[src/rtl/ring_sched_pkg.sv]
// Shared types and constants for the ring scheduler: FSM state encoding,
// colour and job-type constants, and the hold-timer width helper.
package ring_sched_pkg;

    typedef enum logic [2:0] {
        S_CLEAR_INIT = 3'd0,
        S_IDLE       = 3'd1,
        S_GRANT      = 3'd2,
        S_CALC       = 3'd3,
        S_DRAW       = 3'd4,
        S_WAIT       = 3'd5,
        S_HOLD       = 3'd6
    } state_t;

    localparam logic [2:0] COLOUR_BLACK = 3'b000;
    localparam logic       JOB_VIS      = 1'b0;
    localparam logic       JOB_ERASE    = 1'b1;

    // A hold of a single cycle still needs a one-bit counter.
    function automatic int timer_width(input int cycles);
        return (cycles > 1) ? $clog2(cycles) : 1;
    endfunction

endpackage

[src/rtl/ring_scheduler_if.sv]
// Request/grant and datapath-control bundle between the scheduler (slave)
// and its requesters plus line plotter (master).
interface ring_scheduler_if #(
    parameter int NUM_LINES = 16
);
    localparam int LW = $clog2(NUM_LINES);

    logic          vis_req;
    logic [2:0]    vis_colour;
    logic          erase_req;
    logic          busy;
    logic          vis_gnt;
    logic          erase_gnt;
    logic          calc;
    logic          draw;
    logic [LW-1:0] line_number;
    logic [2:0]    colour_out;
    logic          ring_on_screen;
    logic          frame_done;
    logic [2:0]    state;

    modport master (
        output vis_req, vis_colour, erase_req, busy,
        input  vis_gnt, erase_gnt, calc, draw, line_number, colour_out,
               ring_on_screen, frame_done, state
    );

    modport slave (
        input  vis_req, vis_colour, erase_req, busy,
        output vis_gnt, erase_gnt, calc, draw, line_number, colour_out,
               ring_on_screen, frame_done, state
    );

endinterface

[src/rtl/hold_timer.sv]
// Loadable down-counter that measures how long a drawn ring stays visible;
// it parks at zero and reports expiry there.
module hold_timer #(
    parameter int W = 1
) (
    input  logic         clk,
    input  logic         reset,
    input  logic         i_load,
    input  logic [W-1:0] i_load_val,
    input  logic         i_en,
    output logic         o_expired
);

    logic [W-1:0] r_count;

    // Count register: load wins over decrement, never wraps below zero.
    always_ff @(posedge clk) begin
        if (reset) begin
            r_count <= '0;
        end else if (i_load) begin
            r_count <= i_load_val;
        end else if (i_en && (r_count != '0)) begin
            r_count <= r_count - W'(1);
        end else begin
            r_count <= r_count;
        end
    end

    assign o_expired = (r_count == '0);

endmodule

[src/rtl/ring_scheduler.sv]
// Arbitrates visualizer/eraser ring jobs and sequences the line calculator
// and plotter through NUM_LINES calc/draw pairs, then holds drawn rings.
module ring_scheduler
    import ring_sched_pkg::*;
#(
    parameter int NUM_LINES   = 16,
    parameter int HOLD_CYCLES = 50_000_000
) (
    input  logic             clk,
    input  logic             reset,
    ring_scheduler_if.slave  bus
);

    localparam int LW = $clog2(NUM_LINES);
    localparam int TW = timer_width(HOLD_CYCLES);
    localparam logic [LW-1:0] LAST_LINE = LW'(NUM_LINES - 1);
    localparam logic [TW-1:0] HOLD_LOAD = TW'(HOLD_CYCLES - 1);

    state_t        r_state;
    logic          r_job;
    logic          r_wait_first;
    logic [LW-1:0] r_line;
    logic [2:0]    r_colour;
    logic          r_ring_on_screen;
    logic          r_vis_gnt;
    logic          r_erase_gnt;
    logic          r_calc;
    logic          r_draw;
    logic          r_frame_done;

    logic w_wait_done;
    logic w_timer_load;
    logic w_timer_en;
    logic w_expired;

    // WAIT ignores busy on its first cycle because the plotter only raises it then.
    assign w_wait_done  = (r_state == S_WAIT) && !r_wait_first && !bus.busy;
    assign w_timer_load = w_wait_done && (r_line == LAST_LINE) && (r_job == JOB_VIS);
    assign w_timer_en   = (r_state == S_HOLD);

    hold_timer #(.W(TW)) u_hold_timer (
        .clk        (clk),
        .reset      (reset),
        .i_load     (w_timer_load),
        .i_load_val (HOLD_LOAD),
        .i_en       (w_timer_en),
        .o_expired  (w_expired)
    );

    // Scheduler FSM; every output pulse is registered on entry to its state.
    always_ff @(posedge clk) begin
        if (reset) begin
            r_state          <= S_CLEAR_INIT;
            r_job            <= JOB_ERASE;
            r_wait_first     <= 1'b0;
            r_line           <= '0;
            r_colour         <= COLOUR_BLACK;
            r_ring_on_screen <= 1'b0;
            r_vis_gnt        <= 1'b0;
            r_erase_gnt      <= 1'b0;
            r_calc           <= 1'b0;
            r_draw           <= 1'b0;
            r_frame_done     <= 1'b0;
        end else begin
            r_vis_gnt    <= 1'b0;
            r_erase_gnt  <= 1'b0;
            r_calc       <= 1'b0;
            r_draw       <= 1'b0;
            r_frame_done <= 1'b0;
            case (r_state)
                S_CLEAR_INIT: begin
                    r_job    <= JOB_ERASE;
                    r_colour <= COLOUR_BLACK;
                    r_line   <= '0;
                    r_calc   <= 1'b1;
                    r_state  <= S_CALC;
                end
                S_IDLE: begin
                    if (r_ring_on_screen && bus.erase_req) begin
                        r_job       <= JOB_ERASE;
                        r_erase_gnt <= 1'b1;
                        r_state     <= S_GRANT;
                    end else if (bus.vis_req) begin
                        r_job     <= JOB_VIS;
                        r_vis_gnt <= 1'b1;
                        r_state   <= S_GRANT;
                    end else if (bus.erase_req) begin
                        r_job       <= JOB_ERASE;
                        r_erase_gnt <= 1'b1;
                        r_state     <= S_GRANT;
                    end else begin
                        r_state <= S_IDLE;
                    end
                end
                S_GRANT: begin
                    r_colour <= (r_job == JOB_VIS) ? bus.vis_colour : COLOUR_BLACK;
                    r_line   <= '0;
                    r_calc   <= 1'b1;
                    r_state  <= S_CALC;
                end
                S_CALC: begin
                    r_draw  <= 1'b1;
                    r_state <= S_DRAW;
                end
                S_DRAW: begin
                    r_wait_first <= 1'b1;
                    r_state      <= S_WAIT;
                end
                S_WAIT: begin
                    r_wait_first <= 1'b0;
                    if (!w_wait_done) begin
                        r_state <= S_WAIT;
                    end else if (r_line != LAST_LINE) begin
                        r_line  <= r_line + LW'(1);
                        r_calc  <= 1'b1;
                        r_state <= S_CALC;
                    end else if (r_job == JOB_VIS) begin
                        r_ring_on_screen <= 1'b1;
                        r_state          <= S_HOLD;
                    end else begin
                        r_ring_on_screen <= 1'b0;
                        r_frame_done     <= 1'b1;
                        r_state          <= S_IDLE;
                    end
                end
                S_HOLD: begin
                    if (w_expired) begin
                        r_frame_done <= 1'b1;
                        r_state      <= S_IDLE;
                    end else begin
                        r_state <= S_HOLD;
                    end
                end
                default: begin
                    r_state <= S_CLEAR_INIT;
                end
            endcase
        end
    end

    assign bus.vis_gnt        = r_vis_gnt;
    assign bus.erase_gnt      = r_erase_gnt;
    assign bus.calc           = r_calc;
    assign bus.draw           = r_draw;
    assign bus.line_number    = r_line;
    assign bus.colour_out     = r_colour;
    assign bus.ring_on_screen = r_ring_on_screen;
    assign bus.frame_done     = r_frame_done;
    assign bus.state          = r_state;

endmodule
[src/flat_wrapper.sv]
// flat-port wrapper written by rule: the top's interface ports become plain ports
module ring_scheduler_flat import ring_sched_pkg::*;
#(
    parameter int NUM_LINES   = 16,
    parameter int HOLD_CYCLES = 50_000_000
)
  (clk, reset, bus_vis_req, bus_vis_colour, bus_erase_req, bus_busy, bus_vis_gnt, bus_erase_gnt, bus_calc, bus_draw, bus_line_number, bus_colour_out, bus_ring_on_screen, bus_frame_done, bus_state);
  ring_scheduler_if #(.NUM_LINES(NUM_LINES)) bus_i ();
  input  logic clk;
  input  logic reset;
  input wire logic [$bits(bus_i.vis_req)-1:0] bus_vis_req;
  input wire logic [$bits(bus_i.vis_colour)-1:0] bus_vis_colour;
  input wire logic [$bits(bus_i.erase_req)-1:0] bus_erase_req;
  input wire logic [$bits(bus_i.busy)-1:0] bus_busy;
  output wire logic [$bits(bus_i.vis_gnt)-1:0] bus_vis_gnt;
  output wire logic [$bits(bus_i.erase_gnt)-1:0] bus_erase_gnt;
  output wire logic [$bits(bus_i.calc)-1:0] bus_calc;
  output wire logic [$bits(bus_i.draw)-1:0] bus_draw;
  output wire logic [$bits(bus_i.line_number)-1:0] bus_line_number;
  output wire logic [$bits(bus_i.colour_out)-1:0] bus_colour_out;
  output wire logic [$bits(bus_i.ring_on_screen)-1:0] bus_ring_on_screen;
  output wire logic [$bits(bus_i.frame_done)-1:0] bus_frame_done;
  output wire logic [$bits(bus_i.state)-1:0] bus_state;
  assign bus_i.vis_req = bus_vis_req;
  assign bus_i.vis_colour = bus_vis_colour;
  assign bus_i.erase_req = bus_erase_req;
  assign bus_i.busy = bus_busy;
  assign bus_vis_gnt = bus_i.vis_gnt;
  assign bus_erase_gnt = bus_i.erase_gnt;
  assign bus_calc = bus_i.calc;
  assign bus_draw = bus_i.draw;
  assign bus_line_number = bus_i.line_number;
  assign bus_colour_out = bus_i.colour_out;
  assign bus_ring_on_screen = bus_i.ring_on_screen;
  assign bus_frame_done = bus_i.frame_done;
  assign bus_state = bus_i.state;
  ring_scheduler #(.NUM_LINES(NUM_LINES), .HOLD_CYCLES(HOLD_CYCLES)) u_core (.clk(clk), .reset(reset), .bus(bus_i));
endmodule
[config.mk]
export PLATFORM = sky130hd
export DESIGN_NAME = ring_scheduler_flat
export DESIGN_NICKNAME = d
export VERILOG_FILES = /design/src/rtl/ring_sched_pkg.sv /design/src/rtl/ring_scheduler_if.sv /design/src/rtl/hold_timer.sv /design/src/rtl/ring_scheduler.sv /design/src/flat_wrapper.sv
export SDC_FILE = /design/constraint.sdc
export NUM_CORES = 1
export LEC_CHECK = 0
export ABC_CLOCK_PERIOD_IN_PS = 2800
export BUFFER_PORTS_ARGS = -buffer_cell sky130_fd_sc_hd__buf_2
export CAP_MARGIN = 0
export CORE_MARGIN = 2
export CORE_UTILIZATION = 58
export CTS_CLUSTER_DIAMETER = 60
export DETAILED_ROUTE_END_ITERATION = 16
export GPL_ROUTABILITY_DRIVEN = 1
export PLACE_DENSITY = 0.79
export SETUP_SLACK_MARGIN = 0.15
export SLEW_MARGIN = 10
export SYNTH_ARGS = -nofsm -noshare
export SYNTH_HDL_FRONTEND = slang
export SYNTH_SLANG_ARGS = --single-unit
[constraint.sdc]
create_clock -name clk -period 2.8 [get_ports clk]
set_clock_uncertainty 0.15 [all_clocks]
set_input_delay 0.56 -clock clk [delete_from_list [all_inputs] [get_ports clk]]
set_output_delay 0.56 -clock clk [all_outputs]
set_load 0.1 [all_outputs]
* Yosys cells after proc, flatten, opt, wreduce, memory -nomap -nowiden *
Cells that the tools add are included.

word-level totals
  logic and storage cells = 86
  flip-flop bits (word level) = 44
  output and inout bits = 16
  input port bits = 8

operators by class
  reductions and logical operators = 23
  eq/ne operators = 11
  $add $sub $neg = 2
  bitwise operators = 3
  muxes and demuxes = 34

operators by type and width
  operator                                               count
  two-way mux 26 bit                                     2
  logical NOT 26 bit                                     1
  nonzero test 26 bit                                    1
  subtractor 26 x 1 -> 26 bit, second input constant     1
  two-way mux 3 bit                                      7
  case mux 3 bit (6 select lines)                        1
  two-way mux 1 bit                                      15
  nonzero test 2 bit                                     5
  == test 3 bit, second input constant                   3
  two-way mux 4 bit                                      2
  case mux 1 bit (2 select lines)                        4
  case mux 4 bit (2 select lines)                        1
  == test 3 x 2 -> 1 bit, second input constant          2
  logical AND 1 bit                                      6
  case mux 3 bit (2 select lines)                        1
  AND reduction 3 bit                                    2
  OR reduction 2 bit                                     3
  adder 4 x 1 -> 4 bit, second input constant            1
  == test 4 bit, second input constant                   1
  inequality test 4 x 3 -> 1 bit, second input constant  1
  inequality test 4 bit, second input constant           1
  == test 3 x 1 -> 1 bit, second input constant          1
  logical NOT 3 bit                                      1
  inverter 1 bit                                         3
  other kinds (6)                                        7

* Longest topological paths before layout *
Gate-level depths: netlist (run 1).

  word-level depth = 6
  depth in mapped cells = 9
  mapped depth without buffers = 7

* Hierarchy *
A second synthesis (run 1) with hierarchy kept.

unflattened totals
  cells, all modules = 304
  area total of the unflattened synthesis = 2,565.0 sq um

by module, submodules not included
  module          cells each  instances  area an instance (sq um)
  hold_timer      201         1          1,654.1
  ring_scheduler  103         1          910.9

* Least setup slack after synthesis (run 1) *
Ideal clock, no wire load.

  kind = register to register
  start = reg u_core.r_state[0], in the netlist u_core.bus.state[0]
  end = reg u_core.u_hold_timer.r_count[24]
  data arrival time = 2.536 ns
  required time = 2.529 ns
  stages on the path, launching flop included = 7
  slack = -0.007 ns
  library setup time = 0.121 ns
  cell sequence = dfxtp_1 -> buf_2 -> nor3b_2 -> nand2_1 -> o31ai_1 -> nor2_1 -> mux2_2

on the way
  word-level cells in the longest chain between the ends = 6
  elaborated cells on any way between the ends = 8
  classes of those cells = eq/ne: 2; reduce/logical: 6

RTL lines
  element                              RTL line              text
  from (decl)                          ring_scheduler.sv:19  state_t r_state;
  from (signal assigned)               ring_scheduler.sv:53  r_state <= S_CLEAR_INIT;
  from (signal assigned)               ring_scheduler.sv:76  r_state <= S_CALC;
  from (signal assigned)               ring_scheduler.sv:82  r_state <= S_GRANT;
  == test 3 bit                        ring_scheduler.sv:37  assign w_wait_done = (r_state == S_WAIT) && !r_wait_first && !bus.busy;
  logical AND 1 bit (2 in series)      ring_scheduler.sv:37
  logical AND 1 bit (2 in series)      ring_scheduler.sv:38  assign w_timer_load = w_wait_done && (r_line == LAST_LINE) && (r_job == JOB_VIS);
  OR reduction 2 bit (no source line)  --
  to (signal assigned)                 hold_timer.sv:21      r_count <= i_load_val;
  to (signal assigned)                 hold_timer.sv:23      r_count <= r_count - W'(1);
  to (signal assigned)                 hold_timer.sv:25      r_count <= r_count;
  to (decl)                            hold_timer.sv:14      logic [W-1:0] r_count;

Several ways; a longest one is shown, not always the timed one.
A chain may end at the register's enable or synchronous reset.

* Final worst setup path (run 1) *
  start = reg u_core.u_hold_timer.r_count[2]
  end = reg u_core.u_hold_timer.r_count[17]

on the way
  word-level cells in the longest chain between the ends = 3
  elaborated cells on any way between the ends = 6
  classes of those cells = add/sub: 1; mux: 2; reduce/logical: 3

RTL lines
  element                                                                    RTL line                            text
  subtractor 26 x 1 -> 26 bit / nonzero test 26 bit (equally long branches)  hold_timer.sv:23, hold_timer.sv:22
  two-way mux 26 bit / logical AND 1 bit (equally long branches)             hold_timer.sv:22                    end else if (i_en && (r_count != '0)) begin
  two-way mux 26 bit / nonzero test 2 bit (equally long branches)            --

Several ways; a longest one is shown, not always the timed one. The select of a mux whose other input is x is not followed.

==> insert_results.sql, run 1 <==
INSERT INTO impl_metrics (metric_group, metric, value, unit) VALUES
('layout', 'antenna_cells_inserted', '0', ''),
('floorplanning', 'core_area', '3630', 'µm²'),
('worst_setup_path', 'cp.arrival', '2.32', 'ns'),
('clocking', 'clk_pin_slew_worst_paths', '0.08', 'ns'),
('clocking', 'cts.hold.buffers_added', '0', ''),
('sta', 'final_setup_violation_count', '0', ''),
('clocking', 'cts-buffers-inserted', '5', ''),
('sta', 'max_freq', '0.445', 'GHz'),
('route', 'drt-initial-drc-count', '235', ''),
('global_routing', 'grt_overflow', '0', ''),
('layout', 'final_cell_count_no_fill', '328', ''),
('worst_setup_path', 'worst_setup_path_start_kind', 'flip-flop', ''),
('yosys', 'average_cell_area_after_synthesis', '8.49', 'µm²'),
('yosys', 'ys_top_cells_by_area', 'sky130_fd_sc_hd__dfxtp_1 40%, sky130_fd_sc_hd__or3_1 5.1%, sky130_fd_sc_hd__a31oi_1 4.9%, sky130_fd_sc_hd__or4_1 4.5%, sky130_fd_sc_hd__nor2_1 3.8%', ''),
('yosys', 'synth_most_common_cell', 'sky130_fd_sc_hd__dfxtp_1', ''),
('placement', 'io_buffers', '23', ''),
('yosys', 'mappedNetlistNets', '269', ''),
('yosys', 'synth_async_sr_flop_share', '0', ''),
('yosys', 'fraction_of_post_synthesis_cell_area_in_the_top_cell_type_by_area', '0.402', ''),
('placement', 'placed_cell_area', '2340', 'µm²'),
('worst_setup_path', 'critical-path-max-stage-delay', '0.58', 'ns'),
('placement', 'place.gp.congestion', '0.838', ''),
('layout', 'layout.cell_area.non_filler', '2460', 'µm²'),
('sta', 'setup_tns', '0', 'ns'),
('global_routing', 'grt.busiest_layer', 'met2', ''),
('sta', 'slew_at_the_pin_closest_to_its_max_slew_limit', '0.512', 'ns'),
('yosys', 'synth_top_area_cell', 'sky130_fd_sc_hd__dfxtp_1', ''),
('floorplanning', 'row_count', '22', ''),
('layout', 'flow.area_growth_from_synthesis', '12.4', '%'),
('route', 'remaining_drc_errors', '0', ''),
('power', 'p_leak', '1.00', 'nW'),
('global_routing', 'grt_antenna_before_repair', '0', ''),
('floorplanning', 'pin_count', '24', ''),
('layout', 'final_nets', '290', ''),
('yosys', 'synth_sequential_area_ratio', '0.402', ''),
('sta', 'final.min_clock_period', '2.25', 'ns'),
('power', 'ir_drop', '331', 'µV'),
('clocking', 'post_cts_resize_count', '0', ''),
('route', 'vias', '2056', ''),
('run_status', 'outcome', 'complete, no violations', ''),
('global_routing', 'maximum_number_of_pins_on_one_net_before_global_route_repair', '32', ''),
('yosys', 'synth-main-ff-cell', 'sky130_fd_sc_hd__dfxtp_1', ''),
('worst_setup_path', 'timing.setup.critical_path_class', 'flip-flop to flip-flop', ''),
('job', 'maxCapViolations', '0', ''),
('sta', 'maxSlewViolCount', '0', ''),
('worst_setup_path', 'setup.reg_to_reg.worst_slack', '0.55', 'ns'),
('yosys', 'number_of_flops_mapped_to_enable_cells_by_yosys', '0', ''),
('floorplanning', 'overall_die_width', '65.5', 'µm'),
('route', 'drt-total-wl', '5050', 'µm'),
('route', 'route.detailed.vias_per_inst', '6.27', ''),
('floorplanning', 'floorplan.die_area', '4290', 'µm²'),
('sta', 'rsz0062_at_grt', 'no', ''),
('power', 'pwr_density_cell', '541', 'nW/µm²'),
('route', 'drt_pass1_iterations', '4', ''),
('global_routing', 'track_usage', '0.247', ''),
('yosys', 'synth-seq-cells', '44', ''),
('worst_setup_path', 'cp.required', '2.88', 'ns'),
('floorplanning', 'die_height', '65.5', 'µm'),
('clocking', 'cts.repair_timing.setup_buffer_count', '0', ''),
('worst_setup_path', 'critical_path_s_slowest_cell', 'sky130_fd_sc_hd__or4_4', ''),
('global_routing', 'first_global_vias', '1856', ''),
('worst_setup_path', 'worstPathCellList', 'or3_1 -> or4_4 -> or3_1 -> a31oi_1', ''),
('clocking', 'numClockSinks', '44', ''),
('worst_setup_path', 'worstSetupEndpointType', 'flip-flop', ''),
('clocking', 'clkLatencyLatePin', '0.29', 'ns'),
('worst_setup_path', 'path_common_cell', 'sky130_fd_sc_hd__or3_1', ''),
('hold_path', 'worstHoldPathType', 'primary input to flip-flop', ''),
('worst_setup_path', 'cp_max_fo', '17', ''),
('route', 'drt-wirelength-per-cell', '15.4', 'µm'),
('global_routing', 'grt_util_met1', '0.323', ''),
('global_routing', 'met2_usage', '0.408', '');
==> per-layer routing <==
metal,up-vias,wire (µm)
met3,10,209
met1,969,2350
li1,1027,-
met4,0,72
met5,-,0
met2,50,2420
==> path summary, 6_finish.rpt <==
| path | cells after the start | start | end |
|---|---|---|---|
| worst min register to register | 2 | u_core.bus.colour_out[1] | u_core.bus.colour_out[1] |
| worst max register to register | 4 | u_core.u_hold_timer.r_count[2] | u_core.u_hold_timer.r_count[17] |
| worst min-delay path | 3 | bus_vis_colour[1] | u_core.bus.colour_out[1] |
| worst max-delay path | 4 | u_core.u_hold_timer.r_count[2] | u_core.u_hold_timer.r_count[17] |
==> layout make-up <==
type / instances / area [µm²]
Multi-Input combinational cell: 192 / 1200
Fill cell: 324 / 1170
Sequential cell: 44 / 886
Timing Repair Buffer: 30 / 168
Clock buffer: 7 / 96.3
Tap cell: 48 / 60.1
Clock inverter: 1 / 30.0
Inverter: 6 / 22.5
==> registers in the layout (all words and copies together) (netlist names) <==
register	flops
u_core.u_hold_timer.r_count	26
u_core.bus.line_number	4
u_core.bus.colour_out	3
u_core.bus.state	3
u_core.bus.calc	1
u_core.bus.draw	1
u_core.bus.erase_gnt	1
u_core.bus.frame_done	1
u_core.bus.ring_on_screen	1
u_core.bus.vis_gnt	1
u_core.r_job	1
u_core.r_wait_first	1
==> cell usage in the layout, fill, tap and decap left out, types with 4 or more instances in the layout <==
cell / Yosys / layout
sky130_fd_sc_hd__dfxtp_1: 44 / 40
sky130_fd_sc_hd__buf_2: 3 / 23
sky130_fd_sc_hd__nor2_1: 22 / 22
sky130_fd_sc_hd__or3_1: 18 / 18
sky130_fd_sc_hd__a31oi_1: 17 / 17
sky130_fd_sc_hd__o21ai_0: 14 / 14
sky130_fd_sc_hd__a21oi_1: 13 / 13
sky130_fd_sc_hd__or4_1: 13 / 13
sky130_fd_sc_hd__nand2_1: 12 / 12
sky130_fd_sc_hd__nor3_1: 12 / 12
sky130_fd_sc_hd__o31ai_1: 11 / 11
sky130_fd_sc_hd__nand3_1: 8 / 8
sky130_fd_sc_hd__clkbuf_8: 0 / 7
sky130_fd_sc_hd__buf_4: 2 / 7
sky130_fd_sc_hd__inv_1: 5 / 5
sky130_fd_sc_hd__nand4_1: 5 / 5
sky130_fd_sc_hd__a22oi_1: 4 / 4
sky130_fd_sc_hd__dfxtp_2: 0 / 4
==> where the power goes <==
group	switching, mW	total, mW	internal [mW]
combinational	0.117	0.149	0.0323
sequential	0.0222	0.660	0.638
clock	0.208	0.523	0.315
==> cells by family (layout without fill, tap and decap cells) <==
group / count (synthesis) / in the layout / share of synthesized area
multiplexers: 3 / 3 / 0.0148
buffers and inverters: 22 / 44 / 0.0497
AO/OA/AOI/OAI: 68 / 68 / 0.195
AND/OR/NAND/NOR: 114 / 114 / 0.306
flip-flops: 44 / 44 / 0.402
XOR/XNOR: 4 / 4 / 0.0160
adder cells (fa/ha/maj): 3 / 3 / 0.0171
==> worst max-delay path: cells and delay by family, from the launching register on <==
kind	cells	cell delay, ns
flops	1	0.40
simple gates	3	1.46
compound gates	1	0.15
==> stage by stage <==
step                       util  hold slack (ns)  setup slack (ns)
after floorplan               -            0.319             0.224
after global placement    0.643            0.340             0.620
after detailed placement  0.643            0.350             0.559
after CTS                 0.678            0.345             0.549
after global routing      0.678            0.353             0.414
final                     0.678            0.347             0.554
Note: power is estimated with default switching activity, not from simulation.
==> inputs of run 2 (changes only) <==
--- a/config.mk
+++ b/config.mk
@@ -5,15 +5,15 @@
 export SDC_FILE = /design/constraint.sdc
 export NUM_CORES = 1
 export LEC_CHECK = 0
-export ABC_CLOCK_PERIOD_IN_PS = 2800
+export ABC_CLOCK_PERIOD_IN_PS = 2000
 export BUFFER_PORTS_ARGS = -buffer_cell sky130_fd_sc_hd__buf_2
 export CAP_MARGIN = 0
 export CORE_MARGIN = 2
-export CORE_UTILIZATION = 58
+export CORE_UTILIZATION = 52
 export CTS_CLUSTER_DIAMETER = 60
 export DETAILED_ROUTE_END_ITERATION = 16
 export GPL_ROUTABILITY_DRIVEN = 1
-export PLACE_DENSITY = 0.79
+export PLACE_DENSITY = 0.75
 export SETUP_SLACK_MARGIN = 0.15
 export SLEW_MARGIN = 10
 export SYNTH_ARGS = -nofsm -noshare
==> constraint.sdc (replaced) <==
create_clock -name clk -period 2 [get_ports clk]
set_clock_uncertainty 0.15 [all_clocks]
set_input_delay 0.4 -clock clk [delete_from_list [all_inputs] [get_ports clk]]
set_output_delay 0.4 -clock clk [all_outputs]
set_load 0.1 [all_outputs]
==> run 2 against run 1 <==
  * The flow now finishes with violations (negative setup slack)
  * Non-clock buffer count rose by 45
  * Total power rose by 40%
  * Clock-buffer cell count fell by 2
  * Sequential share of layout area fell by 6.7 points
  * Sequential cell count did not move
  * Via count rose by 13%
  * Routed wire length rose by 33%
  * Design area rose by 28%
==> insert_results.sql, run 2 (synthesized netlist as in run 1, its figures left out) <==
INSERT INTO impl_metrics (metric_group, metric, value, unit) VALUES
('run_status', 'outcome', 'finished with violations', ''),
('run_status', 'failing_checks', 'negative setup slack', ''),
('worst_setup_path', 'worstSetupEndpointType', 'flip-flop', ''),
('floorplanning', 'row_count', '23', ''),
('worst_setup_path', 'critical_path.top_delay_family', 'simple AND/OR/NAND/NOR gates', ''),
('sta', 'max_freq', '0.467', 'GHz'),
('layout', 'antenna_cells_inserted', '0', ''),
('clocking', 'cts_buffer_depth', '2', ''),
('clocking', 'clkLatencyLatePin', '0.31', 'ns'),
('power', 'ir_drop', '466', 'µV'),
('power', 'pwr_density_cell', '592', 'nW/µm²'),
('global_routing', 'maximum_number_of_pins_on_one_net_before_global_route_repair', '22', ''),
('clocking', 'h-tree-depth', '2', ''),
('layout', 'register_area', '921', 'µm²'),
('worst_setup_path', 'worstSetupPathDepth', '9', ''),
('sta', 'final.min_clock_period', '2.14', 'ns'),
('power', 'internal_power', '1.32', 'mW'),
('floorplanning', 'die_height', '68.9', 'µm'),
('route', 'vias', '2331', ''),
('worst_setup_path', 'timing.setup.critical_path_class', 'flip-flop to flip-flop', ''),
('sta', 'maxSlewViolCount', '0', ''),
('power', 'p_sw_frac', '0.289', ''),
('layout', 'multi_input_comb_area', '1460', 'µm²'),
('clocking', 'cts.root.buffer_cell', 'sky130_fd_sc_hd__clkbuf_8', ''),
('power', 'power.switching', '538', 'µW'),
('sta', 'hold_viol', '0', ''),
('route', 'drt-initial-drc-count', '256', ''),
('worst_setup_path', 'critical_path_s_slowest_cell', 'sky130_fd_sc_hd__or4_1', ''),
('route', 'drt-total-wl', '6700', 'µm'),
('global_routing', 'grt_antenna_before_repair', '0', ''),
('worst_setup_path', 'cp.arrival', '2.21', 'ns'),
('power', 'p_leak', '1.33', 'nW'),
('placement', 'place.gp.congestion', '0.935', ''),
('route', 'route.detailed.vias_per_inst', '6.22', ''),
('worst_setup_path', 'cp.required', '2.07', 'ns'),
('clocking', 'clk_pin_slew_worst_paths', '0.09', 'ns'),
('worst_setup_path', 'worst_r2r_path_depth', '9', ''),
('clocking', 'numClockSinks', '44', ''),
('sta', 'max_slew_margin', '0.672', ''),
('job', 'maxCapViolations', '0', ''),
('sta', 'min_period_over_period', '1.07', ''),
('floorplanning', 'initial_core_utilization', '0.544', ''),
('global_routing', 'track_usage', '0.281', ''),
('layout', 'flow.area_growth_from_synthesis', '43.6', '%'),
('power', 'comb_power_share', '0.128', ''),
('hold_path', 'worstHoldPathType', 'primary input to flip-flop', ''),
('layout', 'mostFrequentLayoutCell', 'sky130_fd_sc_hd__buf_4', ''),
('route', 'drt_pass1_iterations', '5', ''),
('floorplanning', 'overall_die_width', '68.9', 'µm'),
('sta', 'setup_tns', '-0.882', 'ns'),
('worst_setup_path', 'cp_max_fo', '5', ''),
('sta', 'slew_at_the_pin_closest_to_its_max_slew_limit', '0.496', 'ns'),
('global_routing', 'grt_pass1_wl', '9930', 'µm'),
('route', 'remaining_drc_errors', '0', ''),
('clocking', 'cts.hold.buffers_added', '0', ''),
('layout', 'layout_fillers', '274', ''),
('worst_setup_path', 'critical-path-max-stage-delay', '0.47', 'ns'),
('power', 'clockPowerShare', '0.381', ''),
('hold_path', 'worst_hold_path.num_cells', '3', ''),
('worst_setup_path', 'worstPathCellList', 'inv_2 -> ha_4 -> nor3b_4 -> nand4_1 -> o211ai_1 -> buf_4 -> buf_6 -> or4_1 -> a31oi_1', ''),
('global_routing', 'grt_overflow', '0', ''),
('route', 'drt-wirelength-per-cell', '17.9', 'µm'),
('floorplanning', 'floorplan.die_area', '4750', 'µm²'),
('layout', 'mostFrequentLayoutCells', '42 x sky130_fd_sc_hd__buf_4, 28 x sky130_fd_sc_hd__dfxtp_1, 22 x sky130_fd_sc_hd__buf_2, 21 x sky130_fd_sc_hd__nor2_1, 17 x sky130_fd_sc_hd__a31oi_1', ''),
('layout', 'flip_flop_count_of_the_largest_register_after_layout', '26', ''),
('sta', 'final_setup_violation_count', '18', ''),
('layout', 'registers.top_by_ff_count', 'u_core.u_hold_timer.r_count', ''),
('power', 'power.sequential.fraction', '0.490', ''),
('layout', 'drive_above_1_share', '0.471', ''),
('layout', 'final_nets', '335', ''),
('clocking', 'cts_tree', 'done', ''),
('floorplanning', 'core_area', '4030', 'µm²'),
('placement', 'post-dp-hpwl', '3840', 'µm'),
('placement', 'place_ws', '-0.0371', 'ns'),
('worst_setup_path', 'worst_setup_path_start_kind', 'flip-flop', ''),
('placement', 'io_buffers', '23', ''),
('global_routing', 'first_global_vias', '2063', ''),
('clocking', 'cts-buffers-inserted', '5', ''),
('sta', 'rsz0062_at_grt', 'yes', ''),
('sta', 'setup_slack', '-0.140', 'ns'),
('route', 'drt.antenna.violating_nets', '0', ''),
('floorplanning', 'pin_count', '24', ''),
('worst_setup_path', 'critical_path_buf_inv_count', '3', '');
==> run 2: cell types whose count changed in the layout (fill, tap and decap cells not counted), moves of 4 or more <==
cell,delta
sky130_fd_sc_hd__buf_6,+8
sky130_fd_sc_hd__nor3_1,-4
sky130_fd_sc_hd__or3_4,+5
sky130_fd_sc_hd__or3_1,-5
sky130_fd_sc_hd__a21oi_2,+7
sky130_fd_sc_hd__buf_4,+35
sky130_fd_sc_hd__dfxtp_4,+8
sky130_fd_sc_hd__dfxtp_1,-12
sky130_fd_sc_hd__dfxtp_2,+4
sky130_fd_sc_hd__or4_1,-6
sky130_fd_sc_hd__nand3_1,-4
sky130_fd_sc_hd__nand3_2,+4
sky130_fd_sc_hd__or4_4,+6
sky130_fd_sc_hd__a21oi_1,-7
==> run 2: final timing paths <==
kind	from	endpoint	slack, ns
hold / removal	bus_vis_colour[0]	u_core.bus.colour_out[0]	0.18
hold reg to reg	u_core.u_hold_timer.r_count[11]	u_core.u_hold_timer.r_count[11]	0.36
setup / recovery	u_core.u_hold_timer.r_count[1]	u_core.u_hold_timer.r_count[4]	-0.14
setup reg to reg	u_core.u_hold_timer.r_count[1]	u_core.u_hold_timer.r_count[4]	-0.14
==> run 2: layout make-up <==
type                    instances  area share
well taps                      50      0.0199
multi-input cells             192       0.465
flip-flops and latches         44       0.293
repair buffers                 75       0.179
clock buffers                   5      0.0219
clock inverters                 3      0.0147
inverters                       6     0.00716
==> run 2: repair_timing <==
item                                    4_1_cts  5_1_grt
buffers inserted                              7        3
gates resized for setup                      27       34
endpoints found under the setup margin       28       31
hold endpoints to repair                      0        0
gates cloned                                  1        1
pin swaps                                    15       14
==> run 2: metal layers <==
metal	up-vias	GRT usage	routed length [µm]
li1	1118	-	-
met4	0	0.120	159
met1	1090	0.387	2860
met3	19	0.0649	447
met5	-	0	0
met2	104	0.422	3230
==> run 2: worst register-to-register path: cells and delay by family, from the launching register on <==
kind,cells,cell delay (ns)
buffers and inverters,3,0.38
and+or+nand+nor,3,0.72
AOI/OAI and AO/OA,2,0.32
adders and majority gates,1,0.15
DFF,1,0.35
==> run 2: power groups by stage <==
stage	clock, mW	sequential, mW	combinational (mW)
3_3_place_gp	0	0.932	0.230
2_1_floorplan	0	1.02	0.0981
6_report	0.710	0.913	0.239
3_5_place_dp	0	0.932	0.231
4_1_cts	0.713	0.911	0.234
5_1_grt	0.754	0.917	0.253
==> run 2: through the flow <==
stage          area, µm²  total power, mW  hold WS [ns]  std cells  utilization
3_5_place_dp        2720             1.16         0.343        355        0.675
3_3_place_gp        2720             1.16         0.341        355        0.675
4_1_cts             2970             1.86         0.177        371        0.738
6_report            3150             1.86         0.177        375        0.781
5_1_grt             3150             1.92         0.185        375        0.781
2_1_floorplan       2340             1.12         0.319        258            -
==> inputs of run 3 (changes only) <==
--- a/config.mk
+++ b/config.mk
@@ -5,7 +5,7 @@
 export SDC_FILE = /design/constraint.sdc
 export NUM_CORES = 1
 export LEC_CHECK = 0
-export ABC_CLOCK_PERIOD_IN_PS = 2000
+export ABC_CLOCK_PERIOD_IN_PS = 1700
 export BUFFER_PORTS_ARGS = -buffer_cell sky130_fd_sc_hd__buf_2
 export CAP_MARGIN = 0
 export CORE_MARGIN = 2
==> constraint.sdc (replaced) <==
create_clock -name clk -period 1.7 [get_ports clk]
set_clock_uncertainty 0.15 [all_clocks]
set_input_delay 0.34 -clock clk [delete_from_list [all_inputs] [get_ports clk]]
set_output_delay 0.34 -clock clk [all_outputs]
set_load 0.1 [all_outputs]
==> run 3 against run 2 <==
  * Worst hold slack worse by 0.055 ns
  * Routed wire length is 43% higher
  * The flow still finishes with violations (negative setup slack)
  * Non-clock buffer count is 38 higher
  * Sequential share of layout area is 4.0 points lower
  * Sequential cell count stayed put
  * Via count is 23% higher
  * Die area stayed put
  * Setup slack worse by 0.39 ns
  * Utilization is 13 points higher
  * Combinational power is 83% higher
  * Cell count is 10% higher
  * Global-route usage is 4.6 points higher
  * Largest power group unchanged
==> insert_results.sql, run 3 (synthesized netlist as in run 1, its figures left out) <==
INSERT INTO impl_metrics (metric_group, metric, value, unit) VALUES
('run_status', 'outcome', 'finished with violations', ''),
('run_status', 'failing_checks', 'negative setup slack', ''),
('hold_path', 'min_delay_src', 'bus_vis_colour[2]', ''),
('worst_setup_path', 'worst_r2r_path_depth', '9', ''),
('global_routing', 'grt_antenna_before_repair', '0', ''),
('power', 'post-layout-total-power', '2.34', 'mW'),
('layout', 'antenna_cells_inserted', '0', ''),
('clocking', 'cts.root.buffer_cell', 'sky130_fd_sc_hd__clkbuf_8', ''),
('layout', 'drive_above_1_share', '0.570', ''),
('layout', 'register_area', '923', 'µm²'),
('route', 'route.detailed.vias_per_inst', '6.93', ''),
('placement', 'io_buffers', '23', ''),
('route', 'drt-initial-drc-count', '276', ''),
('sta', 'rsz0062_at_grt', 'yes', ''),
('sta', 'slew_at_the_pin_closest_to_its_max_slew_limit', '0.440', 'ns'),
('route', 'drt.antenna.violating_nets', '0', ''),
('worst_setup_path', 'worst_setup_path_start_kind', 'flip-flop', ''),
('route', 'drt_pass1_iterations', '5', ''),
('route', 'vias', '2861', ''),
('hold_path', 'worstHoldPathType', 'primary input to flip-flop', ''),
('worst_setup_path', 'timing.setup.critical_path_class', 'flip-flop to flip-flop', ''),
('sta', 'maxSlewViolCount', '0', ''),
('layout', 'registers.top_by_ff_count', 'u_core.u_hold_timer.r_count', ''),
('sta', 'hold_viol', '0', ''),
('sta', 'max_freq', '0.448', 'GHz'),
('worst_setup_path', 'reg2reg_from', 'u_core.u_hold_timer.r_count[8]', ''),
('sta', 'final_setup_violation_count', '32', ''),
('placement', 'post-dp-hpwl', '4460', 'µm'),
('clocking', 'h-tree-depth', '2', ''),
('global_routing', 'grt_overflow', '0', ''),
('worst_setup_path', 'cp.required', '1.78', 'ns'),
('floorplanning', 'core_area', '4030', 'µm²'),
('clocking', 'cts_buffer_depth', '2', ''),
('hold_path', 'worst_hold_path.num_cells', '3', ''),
('floorplanning', 'die_height', '68.9', 'µm'),
('layout', 'flip_flop_count_of_the_largest_register_after_layout', '26', ''),
('global_routing', 'maximum_number_of_pins_on_one_net_before_global_route_repair', '19', ''),
('sta', 'final.min_clock_period', '2.23', 'ns'),
('clocking', 'cts-buffers-inserted', '5', ''),
('route', 'drt-total-wl', '9550', 'µm'),
('layout', 'multi_input_comb_area', '1560', 'µm²'),
('placement', 'place.gp.congestion', '0.891', ''),
('clocking', 'cts.hold.buffers_added', '0', ''),
('route', 'drt-wirelength-per-cell', '23.1', 'µm'),
('floorplanning', 'row_count', '23', ''),
('worst_setup_path', 'cp.arrival', '2.31', 'ns'),
('layout', 'mostFrequentLayoutCell', 'sky130_fd_sc_hd__buf_4', ''),
('floorplanning', 'overall_die_width', '68.9', 'µm'),
('clocking', 'numClockSinks', '44', ''),
('global_routing', 'grt_pass1_wl', '11400', 'µm'),
('floorplanning', 'pin_count', '24', ''),
('route', 'remaining_drc_errors', '0', ''),
('clocking', 'cts_tree', 'done', ''),
('global_routing', 'track_usage', '0.327', ''),
('job', 'maxCapViolations', '0', ''),
('sta', 'min_period_over_period', '1.31', ''),
('layout', 'flow.area_growth_from_synthesis', '66.8', '%'),
('layout', 'final_nets', '373', ''),
('sta', 'max_slew_margin', '0.706', ''),
('clocking', 'clk_pin_slew_worst_paths', '0.10', 'ns'),
('global_routing', 'first_global_vias', '2371', ''),
('sta', 'final.hold.worst_slack', '0.122', 'ns'),
('floorplanning', 'initial_core_utilization', '0.544', ''),
('worst_setup_path', 'worst_r2r_endpoint', 'u_core.u_hold_timer.r_count[13]', ''),
('power', 'pwr_density_cell', '639', 'nW/µm²'),
('worst_setup_path', 'cp_max_fo', '8', ''),
('layout', 'layout_fillers', '162', ''),
('floorplanning', 'floorplan.die_area', '4750', 'µm²'),
('layout', 'mostFrequentLayoutCells', '80 x sky130_fd_sc_hd__buf_4, 30 x sky130_fd_sc_hd__dfxtp_1, 21 x sky130_fd_sc_hd__nor2_1, 17 x sky130_fd_sc_hd__a31oi_1', ''),
('clocking', 'clkLatencyLatePin', '0.31', 'ns'),
('power', 'p_leak', '1.55', 'nW'),
('worst_setup_path', 'worstSetupEndpointType', 'flip-flop', ''),
('sta', 'setup_slack', '-0.531', 'ns'),
('hold_path', 'worst_hold_path.endpoint', 'u_core.bus.colour_out[2]', ''),
('power', 'ir_drop', '656', 'µV'),
('worst_setup_path', 'setup.reg_to_reg.worst_slack', '-0.53', 'ns');
[run 3: cell types whose count changed in the layout (fill, tap and decap cells not counted), moves of 7 or more]
cell,delta
sky130_fd_sc_hd__buf_4,+38
sky130_fd_sc_hd__buf_2,-14
sky130_fd_sc_hd__o21ai_0,-9
sky130_fd_sc_hd__o21ai_2,+7
[run 3: per-layer routing]
metal / share of wire / track usage / up-vias
met3: 0.086 / 0.0666 / 76
met5: 0 / 0 / -
li1: - / - / 1190
met4: 0.068 / 0.137 / 0
met2: 0.46 / 0.534 / 227
met1: 0.38 / 0.420 / 1368
[run 3: worst max path at each step]
stage | cells after the start | endpoint | from
6_report | 9 | u_core.u_hold_timer.r_count[13] | u_core.u_hold_timer.r_count[8]
5_1_grt | 9 | u_core.u_hold_timer.r_count[13] | u_core.u_hold_timer.r_count[8]
4_1_cts | 9 | u_core.u_hold_timer.r_count[19] | u_core.u_hold_timer.r_count[9]
3_5_place_dp | 8 | u_core.u_hold_timer.r_count[4] | u_core.u_hold_timer.r_count[0]
3_3_place_gp | 6 | u_core.u_hold_timer.r_count[14] | u_core.u_hold_timer.r_count[11]
2_1_floorplan | 6 | u_core.u_hold_timer.r_count[17] | u_core.u_hold_timer.r_count[2]
[run 3: metrics by stage]
step / std cells / setup slack (ns) / utilization / cell area [µm²] / TNS (ns)
after CTS: 400 / -0.355 / 0.830 / 3340 / -8.50
final: 413 / -0.531 / 0.907 / 3650 / -12.16
after floorplan: 258 / -0.310 / - / 2370 / -6.29
after detailed placement: 387 / -0.355 / 0.756 / 3050 / -7.93
after global routing: 413 / -0.563 / 0.907 / 3650 / -13.74
after global placement: 387 / -0.320 / 0.756 / 3050 / -6.92
[run 3: final cells by class]
| cell class | count | area share |
|---|---|---|
| Inverter | 6 | 0.00616 |
| Sequential cell | 44 | 0.253 |
| Clock inverter | 3 | 0.0116 |
| Timing Repair Buffer | 113 | 0.266 |
| Multi-Input combinational cell | 192 | 0.427 |
| Tap cell | 50 | 0.0171 |
| Clock buffer | 5 | 0.0188 |
[run 3: power by group]
group          internal (mW)  switching (mW)  total, mW
sequential              1.04          0.0252       1.07
clock                  0.436           0.397      0.832
combinational          0.159           0.279      0.437
total                   1.63           0.701       2.34
[run 3: worst max-delay path, stage by stage (launching register included)]
cell                      delay, ns
sky130_fd_sc_hd__dfxtp_4       0.38
sky130_fd_sc_hd__nor4_4        0.29
sky130_fd_sc_hd__buf_4         0.18
sky130_fd_sc_hd__nand4_1       0.14
sky130_fd_sc_hd__buf_4         0.19
sky130_fd_sc_hd__o21ai_4       0.24
sky130_fd_sc_hd__buf_12        0.16
sky130_fd_sc_hd__buf_12        0.12
sky130_fd_sc_hd__o21ai_1       0.07
sky130_fd_sc_hd__a31oi_1       0.22
[run 3: what timing repair did]
action	in CTS	in global routing
resized for setup	44	53
pin swaps	25	37
gates cloned	1	1
setup buffers	4	12
setup endpoints to repair	45	41
